==> config.mk <==
export PLATFORM = sky130hd
export DESIGN_NAME = cpu_record_extractor_flat
export DESIGN_NICKNAME = d
export VERILOG_FILES = /design/src/rtl/cpu_record_extractor_if.sv /design/src/rtl/cpu_record_extractor.sv /design/src/flat_wrapper.sv
export SDC_FILE = /design/constraint.sdc
export NUM_CORES = 1
export LEC_CHECK = 0
export CORE_ASPECT_RATIO = 1.75
export CORE_MARGIN = 5
export CORE_UTILIZATION = 30
export DETAILED_ROUTE_END_ITERATION = 8
export PLACE_DENSITY = 0.48
export SETUP_SLACK_MARGIN = 0.05
export SLEW_MARGIN = 20
export SYNTH_ARGS = -nofsm -noshare
export SYNTH_HDL_FRONTEND = slang
export SYNTH_SLANG_ARGS = --single-unit
==> constraint.sdc <==
create_clock -name clk -period 2.84 [get_ports clk]
set_input_delay 0.568 -clock clk [delete_from_list [all_inputs] [get_ports clk]]
set_output_delay 0.568 -clock clk [all_outputs]
set_load 0.05 [all_outputs]
==> src/rtl/cpu_record_extractor_if.sv <==
// Char-stream and record-output bundle between the trace source/consumer and cpu_record_extractor.
interface cpu_record_extractor_if #(
  parameter int TIME_W = 14,
  parameter int CNT_W  = 16
);
  logic [7:0]        char_i;
  logic [1:0]        format_type_i;
  logic              rec_ready_i;
  logic              rec_valid_o;
  logic [1:0]        rec_type_o;
  logic [TIME_W-1:0] rec_time_o;
  logic [31:0]       rec_pc_o;
  logic [31:0]       rec_addr_o;
  logic [31:0]       rec_data_o;
  logic [CNT_W-1:0]  rec_count_o;
  logic [CNT_W-1:0]  drop_count_o;
  logic              overrun_o;

  modport master (
    output char_i, format_type_i, rec_ready_i,
    input  rec_valid_o, rec_type_o, rec_time_o, rec_pc_o, rec_addr_o, rec_data_o,
           rec_count_o, drop_count_o, overrun_o
  );

  modport slave (
    input  char_i, format_type_i, rec_ready_i,
    output rec_valid_o, rec_type_o, rec_time_o, rec_pc_o, rec_addr_o, rec_data_o,
           rec_count_o, drop_count_o, overrun_o
  );
endinterface

==> src/rtl/cpu_record_extractor.sv <==
// Decodes trace record fields from the char stream into binary and commits them on the
// checker's format_type strobe into a one-entry valid/ready output register.
//
// state   | meaning
// S_IDLE  | waiting for '^'
// S_TIME  | decimal time digits
// S_PC    | hex pc digits
// S_SEP_A | spaces before '$' or '*'
// S_REG   | decimal grf number
// S_ADDR  | hex memory address
// S_SEP_B | spaces before '<'
// S_EQ    | expecting '='
// S_SEP_C | spaces before data
// S_DATA  | hex data digits, '#' ends the record
module cpu_record_extractor #(
  parameter int TIME_W = 14,
  parameter int CNT_W  = 16
) (
  input logic                   clk,
  input logic                   reset,
  cpu_record_extractor_if.slave bus
);

  typedef enum logic [3:0] {
    S_IDLE, S_TIME, S_PC, S_SEP_A, S_REG, S_ADDR, S_SEP_B, S_EQ, S_SEP_C, S_DATA
  } state_e;

  localparam logic [7:0] CH_CARET  = 8'h5E;
  localparam logic [7:0] CH_AT     = 8'h40;
  localparam logic [7:0] CH_COLON  = 8'h3A;
  localparam logic [7:0] CH_SP     = 8'h20;
  localparam logic [7:0] CH_DOLLAR = 8'h24;
  localparam logic [7:0] CH_STAR   = 8'h2A;
  localparam logic [7:0] CH_LT     = 8'h3C;
  localparam logic [7:0] CH_EQ     = 8'h3D;
  localparam logic [7:0] CH_HASH   = 8'h23;

  state_e            st_q, st_d;
  logic [TIME_W-1:0] time_acc_q, time_acc_d;
  logic [31:0]       pc_acc_q, pc_acc_d;
  logic [31:0]       addr_acc_q, addr_acc_d;
  logic [31:0]       data_acc_q, data_acc_d;
  logic              reg_seen_q, reg_seen_d;
  logic [TIME_W-1:0] pend_time_q, pend_time_d;
  logic [31:0]       pend_pc_q, pend_pc_d;
  logic [31:0]       pend_addr_q, pend_addr_d;
  logic [31:0]       pend_data_q, pend_data_d;
  logic              valid_q, valid_d;
  logic [1:0]        type_q, type_d;
  logic [TIME_W-1:0] otime_q, otime_d;
  logic [31:0]       opc_q, opc_d;
  logic [31:0]       oaddr_q, oaddr_d;
  logic [31:0]       odata_q, odata_d;
  logic [CNT_W-1:0]  count_q, count_d;
  logic [CNT_W-1:0]  drop_q, drop_d;
  logic              ovr_q, ovr_d;

  logic [7:0]        c;
  logic              is_dig, is_hex;
  logic [3:0]        dig, nib;
  logic [TIME_W-1:0] time_x10;
  logic [31:0]       addr_x10;
  logic              commit;

  assign c        = bus.char_i;
  assign is_dig   = (c >= 8'h30) && (c <= 8'h39);
  assign is_hex   = is_dig || ((c >= 8'h61) && (c <= 8'h66));
  assign dig      = c[3:0];
  assign nib      = is_dig ? c[3:0] : c[3:0] + 4'd9;
  assign time_x10 = (time_acc_q << 3) + (time_acc_q << 1) + TIME_W'(dig);
  assign addr_x10 = (addr_acc_q << 3) + (addr_acc_q << 1) + {28'd0, dig};
  assign commit   = (bus.format_type_i != 2'b00);

  always_comb begin
    st_d        = st_q;
    time_acc_d  = time_acc_q;
    pc_acc_d    = pc_acc_q;
    addr_acc_d  = addr_acc_q;
    data_acc_d  = data_acc_q;
    reg_seen_d  = reg_seen_q;
    pend_time_d = pend_time_q;
    pend_pc_d   = pend_pc_q;
    pend_addr_d = pend_addr_q;
    pend_data_d = pend_data_q;

    if (c == CH_CARET) begin
      st_d       = S_TIME;
      time_acc_d = '0;
    end else begin
      case (st_q)
        S_IDLE: st_d = S_IDLE;
        S_TIME: begin
          if (is_dig) time_acc_d = time_x10;
          else if (c == CH_AT) begin
            st_d     = S_PC;
            pc_acc_d = '0;
          end else st_d = S_IDLE;
        end
        S_PC: begin
          if (is_hex) pc_acc_d = {pc_acc_q[27:0], nib};
          else if (c == CH_COLON) st_d = S_SEP_A;
          else st_d = S_IDLE;
        end
        S_SEP_A: begin
          if (c == CH_SP) st_d = S_SEP_A;
          else if (c == CH_DOLLAR) begin
            st_d       = S_REG;
            addr_acc_d = '0;
            reg_seen_d = 1'b0;
          end else if (c == CH_STAR) begin
            st_d       = S_ADDR;
            addr_acc_d = '0;
          end else st_d = S_IDLE;
        end
        S_REG: begin
          // a space between '$' and the first digit is padding, not the end of the number
          if (is_dig) begin
            addr_acc_d = addr_x10;
            reg_seen_d = 1'b1;
          end else if (c == CH_SP) st_d = reg_seen_q ? S_SEP_B : S_REG;
          else if (c == CH_LT) st_d = S_EQ;
          else st_d = S_IDLE;
        end
        S_ADDR: begin
          if (is_hex) addr_acc_d = {addr_acc_q[27:0], nib};
          else if (c == CH_SP) st_d = S_SEP_B;
          else if (c == CH_LT) st_d = S_EQ;
          else st_d = S_IDLE;
        end
        S_SEP_B: begin
          if (c == CH_SP) st_d = S_SEP_B;
          else if (c == CH_LT) st_d = S_EQ;
          else st_d = S_IDLE;
        end
        S_EQ: st_d = (c == CH_EQ) ? S_SEP_C : S_IDLE;
        S_SEP_C: begin
          if (c == CH_SP) st_d = S_SEP_C;
          else if (is_hex) begin
            st_d       = S_DATA;
            data_acc_d = {28'd0, nib};
          end else st_d = S_IDLE;
        end
        S_DATA: begin
          if (is_hex) data_acc_d = {data_acc_q[27:0], nib};
          else if (c == CH_HASH) begin
            st_d        = S_IDLE;
            pend_time_d = time_acc_q;
            pend_pc_d   = pc_acc_q;
            pend_addr_d = addr_acc_q;
            pend_data_d = data_acc_q;
          end else st_d = S_IDLE;
        end
        default: st_d = S_IDLE;
      endcase
    end
  end

  // commit reads the pending bank as it stood before this edge's '#', if any
  always_comb begin
    valid_d = valid_q;
    type_d  = type_q;
    otime_d = otime_q;
    opc_d   = opc_q;
    oaddr_d = oaddr_q;
    odata_d = odata_q;
    count_d = count_q;
    drop_d  = drop_q;
    ovr_d   = ovr_q;

    if (commit) begin
      if (!valid_q || bus.rec_ready_i) begin
        valid_d = 1'b1;
        type_d  = bus.format_type_i;
        otime_d = pend_time_q;
        opc_d   = pend_pc_q;
        oaddr_d = pend_addr_q;
        odata_d = pend_data_q;
        count_d = count_q + CNT_W'(1);
      end else begin
        if (drop_q != '1) drop_d = drop_q + CNT_W'(1);
        ovr_d = 1'b1;
      end
    end else if (valid_q && bus.rec_ready_i) begin
      valid_d = 1'b0;
    end
  end

  always_ff @(posedge clk or negedge reset) begin
    if (!reset) begin
      st_q        <= S_IDLE;
      time_acc_q  <= '0;
      pc_acc_q    <= '0;
      addr_acc_q  <= '0;
      data_acc_q  <= '0;
      reg_seen_q  <= 1'b0;
      pend_time_q <= '0;
      pend_pc_q   <= '0;
      pend_addr_q <= '0;
      pend_data_q <= '0;
      valid_q     <= 1'b0;
      type_q      <= '0;
      otime_q     <= '0;
      opc_q       <= '0;
      oaddr_q     <= '0;
      odata_q     <= '0;
      count_q     <= '0;
      drop_q      <= '0;
      ovr_q       <= 1'b0;
    end else begin
      st_q        <= st_d;
      time_acc_q  <= time_acc_d;
      pc_acc_q    <= pc_acc_d;
      addr_acc_q  <= addr_acc_d;
      data_acc_q  <= data_acc_d;
      reg_seen_q  <= reg_seen_d;
      pend_time_q <= pend_time_d;
      pend_pc_q   <= pend_pc_d;
      pend_addr_q <= pend_addr_d;
      pend_data_q <= pend_data_d;
      valid_q     <= valid_d;
      type_q      <= type_d;
      otime_q     <= otime_d;
      opc_q       <= opc_d;
      oaddr_q     <= oaddr_d;
      odata_q     <= odata_d;
      count_q     <= count_d;
      drop_q      <= drop_d;
      ovr_q       <= ovr_d;
    end
  end

  assign bus.rec_valid_o  = valid_q;
  assign bus.rec_type_o   = type_q;
  assign bus.rec_time_o   = otime_q;
  assign bus.rec_pc_o     = opc_q;
  assign bus.rec_addr_o   = oaddr_q;
  assign bus.rec_data_o   = odata_q;
  assign bus.rec_count_o  = count_q;
  assign bus.drop_count_o = drop_q;
  assign bus.overrun_o    = ovr_q;

endmodule

==> src/flat_wrapper.sv <==
// flat-port wrapper written by rule: the top's interface ports become plain ports
module cpu_record_extractor_flat 
#(
  parameter int TIME_W = 14,
  parameter int CNT_W  = 16
)
  (clk, reset, bus_char_i, bus_format_type_i, bus_rec_ready_i, bus_rec_valid_o, bus_rec_type_o, bus_rec_time_o, bus_rec_pc_o, bus_rec_addr_o, bus_rec_data_o, bus_rec_count_o, bus_drop_count_o, bus_overrun_o);
  cpu_record_extractor_if #(.TIME_W(TIME_W), .CNT_W(CNT_W)) bus_i ();
  input logic clk;
  input logic reset;
  input wire logic [$bits(bus_i.char_i)-1:0] bus_char_i;
  input wire logic [$bits(bus_i.format_type_i)-1:0] bus_format_type_i;
  input wire logic [$bits(bus_i.rec_ready_i)-1:0] bus_rec_ready_i;
  output wire logic [$bits(bus_i.rec_valid_o)-1:0] bus_rec_valid_o;
  output wire logic [$bits(bus_i.rec_type_o)-1:0] bus_rec_type_o;
  output wire logic [$bits(bus_i.rec_time_o)-1:0] bus_rec_time_o;
  output wire logic [$bits(bus_i.rec_pc_o)-1:0] bus_rec_pc_o;
  output wire logic [$bits(bus_i.rec_addr_o)-1:0] bus_rec_addr_o;
  output wire logic [$bits(bus_i.rec_data_o)-1:0] bus_rec_data_o;
  output wire logic [$bits(bus_i.rec_count_o)-1:0] bus_rec_count_o;
  output wire logic [$bits(bus_i.drop_count_o)-1:0] bus_drop_count_o;
  output wire logic [$bits(bus_i.overrun_o)-1:0] bus_overrun_o;
  assign bus_i.char_i = bus_char_i;
  assign bus_i.format_type_i = bus_format_type_i;
  assign bus_i.rec_ready_i = bus_rec_ready_i;
  assign bus_rec_valid_o = bus_i.rec_valid_o;
  assign bus_rec_type_o = bus_i.rec_type_o;
  assign bus_rec_time_o = bus_i.rec_time_o;
  assign bus_rec_pc_o = bus_i.rec_pc_o;
  assign bus_rec_addr_o = bus_i.rec_addr_o;
  assign bus_rec_data_o = bus_i.rec_data_o;
  assign bus_rec_count_o = bus_i.rec_count_o;
  assign bus_drop_count_o = bus_i.drop_count_o;
  assign bus_overrun_o = bus_i.overrun_o;
  cpu_record_extractor #(.TIME_W(TIME_W), .CNT_W(CNT_W)) u_core (.clk(clk), .reset(reset), .bus(bus_i));
endmodule
======== Yosys cells after proc, flatten, opt, wreduce, memory -nomap -nowiden ========
Cells that the tools add are included.
operators by class
  add/subtract/negate cells ............... 7
  order comparisons ....................... 4
  equal/unequal tests ..................... 36
  multiplexer cells ....................... 44
  bitwise operators ....................... 3
  reductions and logical operators ........ 25
operator list
  kind                                                 count
  two-way mux 32 bit                                   11
  case mux 32 bit (2 select lines)                     2
  case mux 32 bit (3 select lines)                     1
  equality test 8 x 6 -> 1 bit, second input constant  7
  two-way mux 4 bit                                    14
  two-way mux 14 bit                                   3
  case mux 4 bit (9 select lines)                      1
  adder 16 x 1 -> 16 bit, second input constant        2
  adder 32 bit                                         1
  adder 32 x 4 -> 32 bit                               1
  AND reduction 5 bit                                  4
  equality test 4 x 3 -> 1 bit, second input constant  4
  equality test 8 x 7 -> 1 bit, second input constant  2
  != test 16 bit, second input constant                1
  != test 3 bit, second input constant                 5
  adder 14 bit                                         1
  adder 14 x 4 -> 14 bit                               1
  != test 2 x 1 -> 1 bit, second input constant        7
  nonzero test 2 bit                                   7
  equality test 4 x 2 -> 1 bit, second input constant  2
  equality test 4 bit, second input constant           2
  >= comparator 8 x 6 -> 1 bit, second input constant  1
  >= comparator 8 x 7 -> 1 bit, second input constant  1
  <= comparator 8 x 6 -> 1 bit, second input constant  1
  other kinds (18)                                     37
storage, ports and cells
  bits in registers ....................... 371
  input bits .............................. 13
  word-level logic and storage cells ...... 138

======== Depth between registers and ports, before layout ========
Gate-level depths: netlist of the first run.
  depth in word-level cells ............... 7
  depth in mapped cells ................... 12

======== Least setup slack after synthesis of the first run ========
No wires, ideal clock.
  kind .................................... input port to flip-flop
  start ................................... input port bus_char_i[3]
  end ..................................... register u_core.addr_acc_q[30]
  library setup time ...................... 0.078 ns
  arrival ................................. 3.262 ns
  slack ................................... -0.500 ns
  cell stages on the path ................. 12
  buffers on the path ..................... 1
  cells stage by stage .................... buf_2 inv_1 fa_1 inv_1 fa_1 a21o_1 a31o_1 a22o_4 a211oi_4 a21oi_2 mux2_4 o21ai_1
on the way
  word-level cells in the longest chain between the ends .. 5
  elaborated cells between the ends (all ways) .. 22
  those cells by class .................... add/sub: 1; order compare: 4; eq/ne: 8; mux: 4; bitwise: 1; reduce/logical: 4
ends and longest elaborated chain
  what                                                            RTL line                     text
  start: declaration                                              flat_wrapper.sv:11           input wire logic [$bits(bus_i.char_i)-1:0] bus_char_i;
  branches (longest 5 deep; another with adder 32 x 4 -> 32 bit)  -
  end signal: assignment                                          cpu_record_extractor.sv:213  addr_acc_q <= addr_acc_d;
  end: declaration                                                cpu_record_extractor.sv:41   logic [31:0] addr_acc_q, addr_acc_d;
Parallel ways; which one is timed is not known. The select of a mux whose other input is x is not followed.
A chain may end at the register's enable or synchronous reset.

======== Final worst setup path of the first run ========
  start ................................... register u_core.addr_acc_q[2]
  end ..................................... register u_core.addr_acc_q[30]
on the way
  word-level cells in the longest chain between the ends .. 4
ends and longest elaborated chain
  what                              RTL line                     text
  adder 32 bit                      cpu_record_extractor.sv:71   assign addr_x10 = (addr_acc_q << 3) + (addr_acc_q << 1) + {28'd0, dig};
  adder 32 x 4 -> 32 bit            cpu_record_extractor.sv:71
  two-way mux 32 bit                cpu_record_extractor.sv:117  if (is_dig) begin
  case mux 32 bit (3 select lines)  cpu_record_extractor.sv:90   case (st_q)
Every way passes these cells. The select of a mux whose other input is x is not followed.

==> summary.txt, run 1 <==
Fin crit period - 2870 ps
Final GP Congestion - 0.864
Cell Chain, Critical Path - inv_2 > fa_1 > inv_2 > fa_2 > a21o_1 > a31o_1 > a22o_4 > a211oi_4 > a21oi_2 > mux2_4 > o21ai_1
Main area contributors after synthesis - dfrtp_1, mux2_2, ha_1, mux2_1, nand2_1
Outcome - complete, but fails checks
R2R Path End - u_core.addr_acc_q[30]$_DFFE_PN0P_
F_max - 0.348 GHz
CTS tree - built
Synth-to-Final Area Change - 29.6%
Startpoint types - register
Flops & latches, synth - 371
Pre-CTS setup slack - -838 ps
Count of cell types in the netlist - 79
Synth area leader - dfrtp_1
Filler instances - 5,681
Critical path class - register to register
Clk slew on worst S/H paths - 70 ps
Hold Violations, Final - 0
Min-Delay Path Class - register to register
Max Cap Violations - 0
Clk network pwr share - 0.436
Post-DP HPWL - 34.3 mm
CTS sink cnt - 371
Number of synthesized flops with an enable pin - 0
# rows - 117
R2R cell count - 11
Crit-path slowest cell - fa_1
Total chip power - 11.8 mW
Layout net count - 1,883
Slew Limit Fails - 0
Commonest non-fill, non-tap cell in the layout - dfrtp_1
Die Wd - 193 um
Total GRT Usage - 0.148
CTS HTree Levels - 2
Mean Syn Cell Area - 11.6 um^2
I/O Buffers - 158
Core box area - 58,100 um^2
CTS max path bufs - 3
Primary FF master, synth - dfrtp_1
Detailed Route WL - 47.3 mm
CP Data Arrival Time - 3340 ps
Clock root cell - clkbuf_16
Leak pwr - 10.8 nW
I/O pin cnt - 159
CP Max Fanout - 3
Sw Pwr - 3.02 mW
Largest net degree at the start of global routing - 68
Initial antenna violation count - 4
Yosys warns - 0
DRT Pass-1 Iters - 5
Critical path startpoint - u_core.addr_acc_q[2]$_DFFE_PN0P_
Max Clock Skew - 19.1 ps
Drt wl/cell - 18.3 um
Tcrit/Tclk final - 1.01
Routed length on met1 - 18.1 mm
Critical Path RT - 3310 ps
Worst Hold Depth - 1
Non-filler instance count after layout - 2,580
Seq/Total Area, Yosys - 0.529
Die footprint - 63,600 um^2
Synth top area share - 0.529
Mapped Cells - 1,514
Die H - 330 um
R2r startpoint - u_core.addr_acc_q[2]$_DFFE_PN0P_
Vias in the first global route - 13,200
CTS Buf Count - 38
Net Sw Frac - 0.257
Max VDD drop - 0.473 mV
Critical path's largest stage delay - 540 ps
Worst Max-Slew Pin Slew - 603 ps
Avg Vias per Cell - 4.82
Final ANT Viol Nets - 0
DR vias - 12,400
RSZ-0062 raised after global routing - true
Violated checks - setup timing
Crit path capture - u_core.addr_acc_q[30]$_DFFE_PN0P_
Overflow left after global routing - 0
Clk_lat worst skew - 550 ps
Initial DRC Count - 490
CP endpoint kind - register
DRC - 0
Cell area power density - 517 nW/um^2
Top routing layer used - met5
Final setup viols - 1
Share of cells above drive strength 1 - 0.243
First-pass GRT wire length - 75.0 mm
Sequential share of power - 0.470
CP dominant cell by count - inv_2
Syn nets - 1,618
Met3 WL - 1.92 mm
Met2 WL - 25.8 mm
Commonest non-fill, non-tap cells in the layout - dfrtp_1, nand2_1, clkdlybuf4s50_1
Ys async rst share - 1.00
R2R setup slack - -30 ps
Slew HR - 0.597
Cell-internal power - 8.74 mW
Initial Utilization - 0.302
Combinational power share - 0.093
Placed Cells - 2,495
Setup ws final - -30.6 ps
Cell area after synthesis - 17,500 um^2
==> power by group through the flow <==
stage	clock [mW]	combinational [mW]	sequential, mW
after CTS	5.37	1.12	5.53
after detailed placement	0	1.11	5.63
after global placement	0	1.10	5.63
after global routing	5.54	1.19	5.55
final	5.13	1.10	5.53
after floorplan	0	0.289	5.93
==> cells by family (layout without fill, tap and decap cells) <==
| logic type | after synthesis | after routing | share of synthesized area |
|---|---|---|---|
| compound gates | 268 | 268 | 0.0996 |
| xor+xnor | 65 | 65 | 0.0325 |
| fa+ha+maj | 91 | 91 | 0.0666 |
| buf+inv | 93 | 385 | 0.0224 |
| flops | 371 | 371 | 0.529 |
| mux | 225 | 225 | 0.145 |
| other cells | 0 | 1 | 0 |
| simple gates | 401 | 401 | 0.105 |
==> worst min path at each step <==
| stage | from | to | slack [ps] |
|---|---|---|---|
| 6_report | u_core.bus.rec_count_o[15]$_DFFE_PN0P_ | u_core.bus.rec_count_o[15]$_DFFE_PN0P_ | 470 |
| 2_1_floorplan | reset | u_core.addr_acc_q[0]$_DFFE_PN0P_ | 270 |
| 3_3_place_gp | u_core.bus.rec_type_o[1]$_DFFE_PN0P_ | u_core.bus.rec_type_o[1]$_DFFE_PN0P_ | 460 |
| 4_1_cts | u_core.bus.rec_count_o[15]$_DFFE_PN0P_ | u_core.bus.rec_count_o[15]$_DFFE_PN0P_ | 480 |
| 5_1_grt | u_core.bus.rec_count_o[15]$_DFFE_PN0P_ | u_core.bus.rec_count_o[15]$_DFFE_PN0P_ | 480 |
| 3_5_place_dp | u_core.bus.overrun_o$_DFFE_PN0P_ | u_core.bus.overrun_o$_DFFE_PN0P_ | 460 |
==> final cells by class <==
cell class              instances  area [um^2]  share of cell area
multi-input cells            1050         8230               0.362
clock inverters                15          188             0.00826
well taps                     773          967              0.0425
diodes                          1         2.50            0.000110
inverters                      16         62.6             0.00275
flip-flops and latches        371         9290               0.409
clock buffers                  52         1070              0.0472
repair buffers                302         2920               0.128
==> state kept, by name (all words and copies together) (netlist names) <==
register                 cells
u_core.addr_acc_q           32
u_core.pend_data_q          32
u_core.bus.rec_type_o        2
u_core.bus.rec_addr_o       32
u_core.pend_addr_q          32
u_core.bus.rec_count_o      16
u_core.bus.rec_pc_o         32
u_core.bus.rec_time_o       14
u_core.pc_acc_q             32
u_core.pend_pc_q            32
u_core.reg_seen_q            1
u_core.bus.rec_data_o       32
u_core.bus.drop_count_o     16
u_core.pend_time_q          14
u_core.bus.rec_valid_o       1
u_core.data_acc_q           32
u_core.st_q                  4
u_core.time_acc_q           14
u_core.bus.overrun_o         1
==> synth_stat cells (all sizes together) (7+ instances only) <==
library cell,instances
xor2,26
nand3,40
dfrtp,371
inv,16
clkbuf,43
buf,34
a221oi,15
nand4,15
xnor2,39
o21ai,117
ha,87
nor2,70
a21oi,40
a31oi,12
nand2b,9
and3,10
and4,7
mux2,223
nand2,195
a21o,17
o31ai,8
nor3,18
a22oi,10
==> routing by layer <==
layer / vias up / GRT usage
met2: 224 / 0.281
met5: - / 0
met1: 6176 / 0.169
li1: 5931 / -
met4: 4 / 0.0493
met3: 89 / 0.0213
==> metrics by stage <==
stage | TNS, ps | hold slack (ps) | cell area (um^2) | util
2_1_floorplan | -379 | 272 | 17600 | -
3_3_place_gp | -35530 | 460 | 21000 | 0.361
3_5_place_dp | -36840 | 461 | 21000 | 0.361
4_1_cts | -99.7 | 475 | 22300 | 0.384
5_1_grt | -564 | 478 | 22700 | 0.391
6_report | -30.6 | 465 | 22700 | 0.391
==> timing repair <==
action / CTS / global route
setup buffers: 6 / 10
resized for setup: 12 / 77
pin swaps: 12 / 43
hold endpoints to repair: 6 / 0
hold buffers: 1 / 0
setup endpoints to repair: 23 / 24
==> worst max-delay path: cells and delay by family, from the launching register on <==
| family | cells | cell delay, ps |
|---|---|---|
| AO/OA/AOI/OAI | 6 | 1160 |
| adder cells (fa/ha/maj) | 2 | 870 |
| buffers and inverters | 2 | 110 |
| flip-flops | 1 | 360 |
| multiplexers | 1 | 300 |
Note: power is estimated with default switching activity, not from simulation.
==> inputs of run 2 (changes only) <==
--- a/config.mk
+++ b/config.mk
@@ -7,9 +7,9 @@
 export LEC_CHECK = 0
 export CORE_ASPECT_RATIO = 1.75
 export CORE_MARGIN = 5
-export CORE_UTILIZATION = 30
+export CORE_UTILIZATION = 35
 export DETAILED_ROUTE_END_ITERATION = 8
-export PLACE_DENSITY = 0.48
+export PLACE_DENSITY = 0.54
 export SETUP_SLACK_MARGIN = 0.05
 export SLEW_MARGIN = 20
 export SYNTH_ARGS = -nofsm -noshare
==> run 2 against run 1 <==
The flow still finishes with violations (setup timing). First-iteration DRC count increased by 30%. Sequential cell count unchanged. Routed wire length decreased by 6.1%. Sequential power about the same. Largest cell class unchanged. Global-route usage increased by 1.4 points. Register-to-register slack got worse by 30 ps. Sequential share of layout area increased by 0.46 points. Clock-buffer cell count increased by 1. Total power increased by 2.3%.
==> summary.txt, run 2 (synthesized netlist as in run 1, its figures left out) <==
Net Sw Frac - 0.243 (-0.0141)
Violated checks - setup timing
Sequential share of power - 0.460 (-0.010)
# rows - 108 (-7.7%)
Leak pwr - 10.8 nW (+0.36%)
DR vias - 12,300 (-0.68%)
F_max - 0.345 GHz (-1.1%)
Initial DRC Count - 637 (+30%)
Post-DP HPWL - 32.5 mm (-5.0%)
Max VDD drop - 0.370 mV (-22%)
Share of cells above drive strength 1 - 0.230 (-0.0131)
Filler instances - 4,622 (-19%)
Clk slew on worst S/H paths - 60 ps (about the same)
Setup ws final - -62.6 ps (-32.0 ps)
Startpoint types - register
Detailed Route WL - 44.4 mm (-6.1%)
R2R setup slack - -60 ps (-30 ps)
Synth-to-Final Area Change - 28.2%
Ant diodes - 0 (-1)
Final ANT Viol Nets - 0 (unchanged)
Slew HR - 0.568 (-0.0288)
Area occupied by multi-input gates - 8120 um^2 (-1.3%)
Total GRT Usage - 0.162 (+0.0135)
Drt wl/cell - 18.1 um (-1.4%)
Final GP Congestion - 0.882 (+2.0%)
Max Cap Violations - 0 (unchanged)
Largest net degree at the start of global routing - 76 (+12%)
I/O pin cnt - 159 (unchanged)
CTS max path bufs - 3 (unchanged)
Commonest non-fill, non-tap cells in the layout - dfrtp_1, nand2_1, clkdlybuf4s50_1
CP Data Arrival Time - 3360 ps (+20 ps)
Hold Violations, Final - 0 (unchanged)
Fin crit period - 2900 ps (+32.0 ps)
Final setup viols - 1 (unchanged)
Slew Limit Fails - 0 (unchanged)
Cell area power density - 535 nW/um^2 (+3.5%)
RSZ-0062 raised after global routing - true
CP Max Fanout - 3 (unchanged)
Overflow left after global routing - 0 (unchanged)
Total chip power - 12.0 mW (+2.3%)
Die Wd - 179 um (-7.0%)
Cell-internal power - 9.11 mW (+4.3%)
Combinational power share - 0.090 (-0.003)
Vias in the first global route - 13,100 (-0.66%)
CTS Buf Count - 38 (unchanged)
Critical path class - register to register
Min-Delay Path Class - register to register
Layout net count - 1,874 (-0.48%)
Initial Utilization - 0.354 (+0.0519)
Max Clock Skew - 20.5 ps (+1.37 ps)
Clock root cell - clkbuf_16
CTS sink cnt - 371 (unchanged)
Sw Pwr - 2.92 mW (-3.3%)
DRT Pass-1 Iters - 4 (-1)
Pre-CTS setup slack - -810 ps (+27.6 ps)
First-pass GRT wire length - 71.7 mm (-4.4%)
Critical Path RT - 3290 ps (-20 ps)
Die footprint - 54,900 um^2 (-14%)
Initial antenna violation count - 1 (-3)
I/O Buffers - 158 (unchanged)
CP endpoint kind - register
Outcome - complete, but fails checks
Worst Max-Slew Pin Slew - 646 ps (+43.0 ps)
Die H - 306 um (-7.2%)
Commonest non-fill, non-tap cell in the layout - dfrtp_1
Clk_lat worst skew - 530 ps (-20 ps)
CTS HTree Levels - 2 (unchanged)
Clk network pwr share - 0.450 (+0.014)
CTS tree - built
Avg Vias per Cell - 5.02 (+4.3%)
Tcrit/Tclk final - 1.02 (+0.0113)
DRC - 0 (unchanged)
Register area - 9290 um^2 (unchanged)
Core box area - 49,600 um^2 (-15%)
run 2: cell types whose count changed in the layout (fill, tap and decap cells not counted), sizes merged:
cell         change
bufinv           +3
inv              -2
clkinvlp         -3
clkbuf           +2
dlygate4sd2      -1
buf              -9
diode            -1
run 2: final timing paths:
kind,from,end,cells after the start
worst max-delay path,u_core.addr_acc_q[2]$_DFFE_PN0P_,u_core.addr_acc_q[30]$_DFFE_PN0P_,11
min in group asynchronous,reset,u_core.bus.rec_addr_o[14]$_DFFE_PN0P_,2
worst min-delay path,u_core.bus.rec_count_o[15]$_DFFE_PN0P_,u_core.bus.rec_count_o[15]$_DFFE_PN0P_,1
worst max register to register,u_core.addr_acc_q[2]$_DFFE_PN0P_,u_core.addr_acc_q[30]$_DFFE_PN0P_,11
worst min register to register,u_core.bus.rec_count_o[15]$_DFFE_PN0P_,u_core.bus.rec_count_o[15]$_DFFE_PN0P_,1
max in group asynchronous,reset,u_core.bus.rec_addr_o[22]$_DFFE_PN0P_,3
run 2: worst max-delay path: stages (launching register included):
cell and delay (ps):
dfrtp_1 370, inv_2 60, fa_1 550, inv_2 50, fa_2 340, a21o_1 180
a31o_1 190, a22o_4 260, a211oi_4 290, a21oi_2 110, mux2_4 310, o21ai_2 110
run 2: cell type report:
type / count / area share
Clock buffer: 53 / 0.0502
Clock inverter: 13 / 0.0106
Inverter: 16 / 0.00278
Multi-Input combinational cell: 1050 / 0.361
Sequential cell: 371 / 0.413
Tap cell: 660 / 0.0367
Timing Repair Buffer: 293 / 0.125
run 2: metrics by stage:
stage	cell area [um^2]	utilization	hold WS, ps	TNS, ps	std cells
3_5_place_dp	20800	0.419	467	-48670	2379
6_report	22500	0.453	474	-62.6	2456
5_1_grt	22500	0.453	499	-399	2456
2_1_floorplan	17600	-	272	-379	1514
3_3_place_gp	20800	0.419	458	-47930	2379
4_1_cts	22200	0.448	481	-56.9	2450
run 2: per-layer routing:
metal,vias to the layer above,part of all wire,track usage,wire length (um)
met3,86,0.035,0.0192,1560
li1,5890,-,-,-
met1,6123,0.39,0.186,17100
met5,-,0,0,0
met4,0,0.034,0.0548,1500
met2,240,0.55,0.306,24200
run 2: timing repair:
item                                    in CTS  in global routing
endpoints found under the setup margin      22                 78
pin swaps                                    8                 35
hold endpoints to repair                    18                  0
resized for setup                            8                 57
hold buffers                                 1                  0
setup buffers                                4                  7
run 2: power groups by stage:
stage / Clock, mW / Sequential, mW / Combinational [mW]
2_1_floorplan: 0 / 5.93 / 0.289
3_3_place_gp: 0 / 5.63 / 1.09
3_5_place_dp: 0 / 5.63 / 1.09
4_1_cts: 5.62 / 5.53 / 1.10
5_1_grt: 5.82 / 5.55 / 1.17
6_report: 5.42 / 5.53 / 1.08
==> inputs of run 3 (changes only) <==
--- a/config.mk
+++ b/config.mk
@@ -7,9 +7,9 @@
 export LEC_CHECK = 0
 export CORE_ASPECT_RATIO = 1.75
 export CORE_MARGIN = 5
-export CORE_UTILIZATION = 35
+export CORE_UTILIZATION = 52
 export DETAILED_ROUTE_END_ITERATION = 8
-export PLACE_DENSITY = 0.54
+export PLACE_DENSITY = 0.75
 export SETUP_SLACK_MARGIN = 0.05
 export SLEW_MARGIN = 20
 export SYNTH_ARGS = -nofsm -noshare
==> run 3 against run 2 <==
The flow still finishes with violations (setup timing). Core utilization increased by 21 points. Clock skew decreased by 4.0 ps. Register-to-register slack got worse by 40 ps. Die area decreased by 31%.
==> summary.txt, run 3 (synthesized netlist as in run 1, its figures left out) <==
Outcome - complete, but fails checks
Violated checks - setup timing
Core box area - 33,500 um^2 (-32%)
Clk slew on worst S/H paths - 60 ps (about the same)
Cell Chain, Critical Path - inv_2 > fa_1 > inv_2 > fa_2 > a21o_1 > a31o_1 > a22o_4 > a211oi_4 > a21oi_2 > mux2_4 > o21ai_2
Leak pwr - 10.8 nW (-0.44%)
Fin crit period - 2950 ps (+45.0 ps)
Vias in the first global route - 13,200 (+0.91%)
Initial Utilization - 0.523 (+0.170)
Combinational power share - 0.092 (+0.002)
CTS tree - built
Crit-path slowest cell - fa_1
Die Wd - 149 um (-17%)
Post-DP HPWL - 29.3 mm (-10%)
CP Max Fanout - 3 (unchanged)
Tcrit/Tclk final - 1.04 (+0.0158)
GR Util met2 - 0.412 (+0.106)
CP endpoint kind - register
Largest net degree at the start of global routing - 87 (+14%)
R2r startpoint - u_core.addr_acc_q[2]$_DFFE_PN0P_
Setup ws final - -108 ps (-45.0 ps)
DR vias - 12,500 (+1.3%)
I/O pin cnt - 159 (unchanged)
Slew HR - 0.514 (-0.0538)
I/O Buffers - 158 (unchanged)
Delay-heaviest family, CP - compound AO/OA/AOI/OAI gates
Placed Cells - 2,158 (-9.3%)
Initial DRC Count - 496 (-22%)
Top Usage Layer GRT - met2
CTS Buf Count - 35 (-7.9%)
Commonest non-fill, non-tap cells in the layout - dfrtp_1, nand2_1, clkdlybuf4s50_1
First-pass GRT wire length - 66.2 mm (-7.7%)
DRC - 0 (unchanged)
Met1 usage - 0.235 (+0.0487)
Clock root cell - clkbuf_16
Max VDD drop - 0.463 mV (+25%)
Grt met3 use - 0.0279 (+0.00870)
# rows - 89 (-18%)
Cell-internal power - 8.86 mW (-2.8%)
R2R cell count - 11 (unchanged)
Initial antenna violation count - 0 (-1)
Die H - 253 um (-17%)
Ant diodes - 0 (unchanged)
CTS max path bufs - 3 (unchanged)
Buf/Inv on CP - 2 (unchanged)
Critical path startpoint - u_core.addr_acc_q[2]$_DFFE_PN0P_
Avg Vias per Cell - 5.58 (+11%)
Critical path class - register to register
R2R setup slack - -110 ps (-40 ps)
Min-Delay Path Class - primary input to asynchronous set/reset pin
Clk network pwr share - 0.435 (-0.015)
Sw Pwr - 2.83 mW (-3.3%)
Drt wl/cell - 18.2 um (+0.69%)
Total GRT Usage - 0.215 (+0.0534)
Clk_lat worst skew - 530 ps (about the same)
Share of cells above drive strength 1 - 0.234 (+0.00422)
Net Sw Frac - 0.242 (-0.000962)
Max Cap Violations - 0 (unchanged)
CTS HTree Levels - 2 (unchanged)
Critical Path RT - 3290 ps (about the same)
Total chip power - 11.7 mW (-2.9%)
Final GP Congestion - 0.873 (-1.1%)
Worst Max-Slew Pin Slew - 729 ps (+82.7 ps)
CTS sink cnt - 371 (unchanged)
Startpoint types - register
F_max - 0.339 GHz (-1.5%)
Final ANT Viol Nets - 0 (unchanged)
Overflow left after global routing - 0 (unchanged)
Commonest non-fill, non-tap cell in the layout - dfrtp_1
RSZ-0062 raised after global routing - true
Cell area power density - 527 nW/um^2 (-1.5%)
Non-filler instance count after layout - 2,240 (-8.8%)
Detailed Route WL - 40.8 mm (-8.2%)
R2R Path End - u_core.addr_acc_q[30]$_DFFE_PN0P_
CP dominant cell by count - inv_2
Max Clock Skew - 16.6 ps (-3.95 ps)
Synth-to-Final Area Change - 26.4%
CP Data Arrival Time - 3400 ps (+40 ps)
Sequential share of power - 0.473 (+0.013)
Critical path's largest stage delay - 550 ps (about the same)
Layout net count - 1,862 (-0.64%)
DRT Pass-1 Iters - 5 (+1)
Final setup viols - 13 (+12)
Hold Violations, Final - 0 (unchanged)
Die footprint - 37,600 um^2 (-31%)
Slew Limit Fails - 0 (unchanged)
## run 3: metrics by stage
step	hold slack, ps	cell area (um^2)	setup TNS [ps]	util	setup slack [ps]
final	55.3	22200	-624	0.661	-108
after global routing	92.8	22200	-2580	0.661	-201
after CTS	81.8	21800	-86.3	0.652	-79.9
after detailed placement	462	20400	-41100	0.609	-817
after global placement	452	20400	-37720	0.609	-758
after floorplan	272	17600	-379	-	-172
## run 3: final cells by class
cell class	count	area, um^2
Fill cell	2533	11400
Sequential cell	371	9290
Tap cell	455	569
Timing Repair Buffer	284	2760
Clock buffer	47	1050
Multi-Input combinational cell	1050	8190
Clock inverter	17	235
Inverter	16	62.6
## run 3: metal layers
metal,vias up,part of all wire
met1,6226,0.36
met3,109,0.038
met5,-,0
met2,279,0.55
li1,5886,-
met4,0,0.043
## run 3: repair_timing
action                     4_1_cts  5_1_grt
pin swaps                       20       51
buffers inserted                 5       14
gates resized for setup         29       55
hold buffers                     0        0
setup endpoints to repair       27       25
## run 3: power by group through the flow
| stage | registers [mW] | logic [mW] | clock network (mW) |
|---|---|---|---|
| after global routing | 5.54 | 1.14 | 5.44 |
| after global placement | 5.62 | 1.05 | 0 |
| after CTS | 5.52 | 1.08 | 5.23 |
| after detailed placement | 5.62 | 1.07 | 0 |
| final | 5.53 | 1.07 | 5.09 |
| after floorplan | 5.93 | 0.289 | 0 |
## run 3: how the worst max path moves through the flow
stage | endpoint | cells after the start
after detailed placement | u_core.addr_acc_q[30]$_DFFE_PN0P_ | 12
after CTS | u_core.addr_acc_q[30]$_DFFE_PN0P_ | 11
after global routing | u_core.addr_acc_q[30]$_DFFE_PN0P_ | 11
after floorplan | u_core.addr_acc_q[30]$_DFFE_PN0P_ | 12
after global placement | u_core.addr_acc_q[30]$_DFFE_PN0P_ | 12
final | u_core.addr_acc_q[30]$_DFFE_PN0P_ | 11
